<file path="src/rtl/packet_assembler_crc.sv">
// Packet assembler with CRC-8 check.
// Collects MESSAGE_LENGTH/8 payload bytes plus one trailing CRC byte from a
// byte stream, optionally after a sync byte. Packets that pass the check are
// presented on a valid/ready output. CRC failures and inter-byte timeouts
// raise a one-cycle pulse and are counted.
//
// Handshake semantics (both interfaces): a transfer happens on a rising clk
// edge where valid and ready are both 1. The producer holds data stable while
// valid is high and ready is low; the consumer may change ready freely.
module packet_assembler_crc #(
  parameter int       MESSAGE_LENGTH = 48,
  parameter logic [7:0] CRC_POLY     = 8'h07,
  parameter logic [7:0] CRC_INIT     = 8'h00,
  parameter bit       SYNC_EN        = 1'b1,
  parameter logic [7:0] SYNC_BYTE    = 8'hA5,
  parameter int       TIMEOUT_CYCLES = 1000,
  parameter int       CNT_W          = 16
) (
  input  logic                      clk,
  input  logic                      reset,
  input  logic [7:0]                i_byte,
  input  logic                      i_byte_valid,
  output logic                      o_byte_ready,
  output logic [MESSAGE_LENGTH-1:0] o_packet,
  output logic                      o_packet_valid,
  input  logic                      i_packet_ready,
  output logic                      o_crc_error,
  output logic                      o_timeout_error,
  output logic [CNT_W-1:0]          o_good_count,
  output logic [CNT_W-1:0]          o_err_count
);

  localparam int SEG_COUNT = MESSAGE_LENGTH / 8;
  localparam int SEG_W     = $clog2(SEG_COUNT + 1);
  localparam int TMR_W     = $clog2(TIMEOUT_CYCLES);

  typedef enum logic [1:0] {
    IDLE    = 2'd0,
    RECEIVE = 2'd1,
    CHECK   = 2'd2,
    OUTPUT  = 2'd3
  } state_t;

  state_t                    state;
  logic [SEG_W-1:0]          seg;
  logic [TMR_W-1:0]          timer;
  logic [7:0]                crc;
  logic [7:0]                crc_rx;
  logic [MESSAGE_LENGTH-1:0] buffer;

  logic       accept;
  logic [7:0] crc_next;
  logic [7:0] crc_first;

  // One byte folded into the CRC, MSB first, no reflection.
  function automatic logic [7:0] crc8_byte(input logic [7:0] c_in, input logic [7:0] d);
    logic [7:0] c;
    c = c_in ^ d;
    for (int i = 0; i < 8; i++) begin
      if (c[7]) c = {c[6:0], 1'b0} ^ CRC_POLY;
      else      c = {c[6:0], 1'b0};
    end
    return c;
  endfunction

  // Ready is a pure decode of the state register, so it never depends on valid.
  assign o_byte_ready = (state == IDLE) || (state == RECEIVE);
  assign accept       = i_byte_valid && o_byte_ready;
  assign crc_next     = crc8_byte(crc, i_byte);
  assign crc_first    = crc8_byte(CRC_INIT, i_byte);

  // Main FSM: assembly, CRC check, output hold, error pulses and counters.
  always_ff @(posedge clk) begin
    if (reset) begin
      state           <= IDLE;
      seg             <= '0;
      timer           <= '0;
      crc             <= CRC_INIT;
      crc_rx          <= '0;
      buffer          <= '0;
      o_packet        <= '0;
      o_packet_valid  <= 1'b0;
      o_crc_error     <= 1'b0;
      o_timeout_error <= 1'b0;
      o_good_count    <= '0;
      o_err_count     <= '0;
    end else begin
      o_crc_error     <= 1'b0;
      o_timeout_error <= 1'b0;
      case (state)
        IDLE: begin
          if (accept) begin
            if (SYNC_EN) begin
              if (i_byte == SYNC_BYTE) begin
                crc   <= CRC_INIT;
                seg   <= '0;
                timer <= '0;
                state <= RECEIVE;
              end
            end else begin
              buffer[7:0] <= i_byte;
              crc         <= crc_first;
              seg         <= SEG_W'(1);
              timer       <= '0;
              state       <= RECEIVE;
            end
          end
        end
        RECEIVE: begin
          if (accept) begin
            timer <= '0;
            if (seg < SEG_W'(SEG_COUNT)) begin
              buffer[8*int'(seg) +: 8] <= i_byte;
              crc                      <= crc_next;
              seg                      <= seg + 1'b1;
            end else begin
              crc_rx <= i_byte;
              state  <= CHECK;
            end
          end else if (timer == TMR_W'(TIMEOUT_CYCLES - 1)) begin
            // Partial packet is abandoned; o_packet keeps the last good one.
            o_timeout_error <= 1'b1;
            if (o_err_count != '1) o_err_count <= o_err_count + 1'b1;
            timer <= '0;
            state <= IDLE;
          end else begin
            timer <= timer + 1'b1;
          end
        end
        CHECK: begin
          if (crc_rx == crc) begin
            o_packet       <= buffer;
            o_packet_valid <= 1'b1;
            state          <= OUTPUT;
          end else begin
            o_crc_error <= 1'b1;
            if (o_err_count != '1) o_err_count <= o_err_count + 1'b1;
            state <= IDLE;
          end
        end
        OUTPUT: begin
          if (i_packet_ready) begin
            o_packet_valid <= 1'b0;
            if (o_good_count != '1) o_good_count <= o_good_count + 1'b1;
            state <= IDLE;
          end
        end
        default: state <= IDLE;
      endcase
    end
  end

endmodule

</file>
<file path="config.mk">
export PLATFORM = sky130hd
export DESIGN_NAME = packet_assembler_crc
export DESIGN_NICKNAME = d
export VERILOG_FILES = /design/src/rtl/packet_assembler_crc.sv
export SDC_FILE = /design/constraint.sdc
export NUM_CORES = 1
export LEC_CHECK = 0
export CORE_UTILIZATION = 56
export CTS_BUF_LIST = sky130_fd_sc_hd__clkbuf_2
export DETAILED_ROUTE_END_ITERATION = 6
export MAX_ROUTING_LAYER = met4
export PLACE_DENSITY = 0.84
export SLEW_MARGIN = 10
export SYNTH_ARGS = -nofsm -noshare
export SYNTH_HDL_FRONTEND = slang
export SYNTH_SLANG_ARGS = --single-unit
</file>
<file path="constraint.sdc">
create_clock -name clk -period 3.2 [get_ports clk]
set_input_delay 0.64 -clock clk [delete_from_list [all_inputs] [get_ports clk]]
set_output_delay 0.64 -clock clk [all_outputs]
set_load 0.02 [all_outputs]
</file>
==> out/results.ini <==
[status]
outcome=finished, violations left
violations=DRC

[routing]
wl_mm=15.56
antenna_left=0
drt_first_pass_iters=7
wire_per_inst_um=14.49
via_per_inst=5.616
num_vias=6032
drtIter0Drc=502
drc=1

[worst_setup_path]
r2r-start=timer[0]$_SDFFE_PP0P_
critPathMaxStageDelay_ps=640
crit_chain=ha_1 -> nand4_1 -> or4_1 -> or2_1 -> a2111oi_0 -> a21oi_1 -> a31o_2
slowest_stage=a2111oi_0
cp_num_buf_inv=0
cp-end-kind=register
crit_start=timer[0]$_SDFFE_PP0P_
required_ps=3800
cp_max_fo=8
path_class=reg2reg
cpLargestDelayFamily=compound AO/OA/AOI/OAI gates
cp.arrival_ps=3350
startpoint_type=register

[global_route]
grt_pass1_vias=5367
antenna_found_initial=0
grt_overflow_total=0
grt.total_usage=0.2663
grt_pass1_wl_mm=26.07
grt_max_degree=66

[die]
die_x_um=111.9
pin_count=96
die_area_mm2=0.01251
core_mm2=0.01161
rows=39
initial_utilization=0.5821
die_h_um=111.9

[sta]
slew_viol_final=0
period_share=0.8592
setup-violations-final=0
fin_tns_setup_ps=0
period_minus_slack_ps=2749
slew_headroom=0.4502
max_slew.worst_pin.slew_ps=817.1
hold_viol_final=0
rsz0062_at_grt=false
skew_ps=27.36
fmax_ghz=0.3637
setup_slack_ps=450.6

[placement]
place_congestion=0.8937
place_hpwl_mm=10.78
preCtsSetupSlack_ps=345.0
port_buffers=95
placed_cell_area_mm2=0.007893

[clock_tree]
root_buffer=clkbuf_2
cts_hold_buf=0
post_cts_buffers=0
cts_buffer_depth=2
clock_latency_ps=700
clkTransAtPathRegs_ps=220
cts_tree=done
cts_inserted_buffers=17
cts_resized=0
clock-sinks=162
htree_levels=4

[logic_synthesis]
syn_nets=848
synth.distinct_cells=47
synth-seq-cells=162
avgSynthCellArea_um2=8.184
synth_ff_type=dfxtp_1
ys_seq_area_frac=0.4797
yosys_warnings=0
syn_area_mm2=0.006760
syn_inst=826
synth_edf_count=0
async_reset_ff_frac=0

[pwr]
powerDensity_mw_per_mm2=382.9
ir_worst_vdd_v=0.0003588
p_leak_nw=2.795

[hold_path]
hp-class=in2reg
holdCritStartpoint=reset

[job]
drv_cap=0

[layout]
drive_gt1_frac=0.07197
final_area_mm2=0.008088
fillerInstances=983
layout_commonest_cell=nand2_1
antenna_cells=0
fin_nets=940
syn_to_final_growth_pct=19.64
layout_common_cells=nand2_1, dfxtp_1, a21oi_1, clkdlybuf4s50_1, nor2_1

[worst reg2reg max path: stages, from the launching register on]
cell       delay (ps)
dfxtp_1           430
ha_1              270
nand4_1           110
or4_1             500
or2_1             340
a2111oi_0         640
a21oi_1           130
a31o_2            230
[routing by layer]
layer | share of wire | up-vias | wire, um | GRT usage
met5 | 0 | - | 0 | -
met4 | 0.016 | 0 | 256 | 0.08559
met3 | 0.052 | 23 | 802 | 0.05498
met2 | 0.47 | 161 | 7314 | 0.4149
met1 | 0.46 | 2833 | 7184 | 0.3458
li1 | - | 3015 | - | -
[registers in the layout (all words and copies together), names as in the netlist]
signal / flops
o_crc_error: 1
crc: 8
seg: 3
o_err_count: 16
state: 2
o_good_count: 16
o_packet: 48
o_packet_valid: 1
o_timeout_error: 1
buffer: 48
timer: 10
crc_rx: 8
[through the flow]
step	instances	util	power [W]	hold WS (ps)
floorplan	826	-	0.002135	431.6
global placement	1042	0.6796	0.002179	439.0
detailed placement	1042	0.6796	0.002179	444.4
CTS	1074	0.6964	0.003122	342.8
global route	1074	0.6964	0.003226	352.6
finish	1074	0.6964	0.003097	421.8
[synthesized netlist by cell type (3+ instances only)]
cell type,number,share of area
inv_1,11,0.0061
mux2i_1,10,0.015
a31o_2,3,0.0039
or3_1,13,0.012
nor4_1,4,0.0037
a21o_1,3,0.0033
o21ai_0,22,0.016
and4_1,3,0.0039
clkbuf_1,40,0.022
and3_1,11,0.010
buf_1,3,0.0017
or4_1,5,0.0056
ha_1,10,0.019
a211oi_1,5,0.0056
a21oi_1,109,0.081
nand3_1,43,0.032
a31oi_1,3,0.0028
xor2_1,28,0.036
nor2_1,81,0.045
nand2b_1,3,0.0028
dfxtp_1,162,0.48
nor3_1,4,0.0030
a22oi_1,13,0.014
nand4_1,17,0.016
nand2_1,163,0.091
buf_2,3,0.0022
xnor2_1,26,0.034
nor3b_1,5,0.0056
[final timing paths]
path,end,slack (ps),depth (start not counted)
max,o_err_count[15]$_SDFFE_PP0P_,450,7
min,o_good_count[5]$_SDFFE_PP0P_,420,2
min reg2reg,o_packet[19]$_SDFFE_PP0P_,440,2
max reg2reg,o_err_count[15]$_SDFFE_PP0P_,450,7
[cell families after synthesis]
| logic type | share of synthesized area |
|---|---|
| AND/OR/NAND/NOR | 0.2423 |
| AO/OA/AOI/OAI | 0.1396 |
| flip-flops | 0.4797 |
| buffers and inverters | 0.03516 |
| XOR/XNOR | 0.06996 |
| multiplexers | 0.01481 |
| adder cells (fa/ha/maj) | 0.01851 |
[report_power, final]
part / switching [W] / internal (W) / leakage, nW
combinational: 0.0000783 / 0.0000416 / 1.37
clock: 0.000674 / 0.000280 / 0.117
sequential: 0.000000395 / 0.00202 / 1.30
[layout make-up]
type | instances | area [um^2] | share of cell area
clock buffer | 21 | 105.1 | 0.01300
clock inverter | 11 | 90.09 | 0.01114
inverter | 12 | 45.04 | 0.005569
multi-input combinational | 604 | 3282 | 0.4058
sequential | 162 | 3243 | 0.4010
tap | 143 | 178.9 | 0.02212
timing repair buffer | 121 | 1144 | 0.1414
Note: power is estimated with default switching activity, not from simulation.
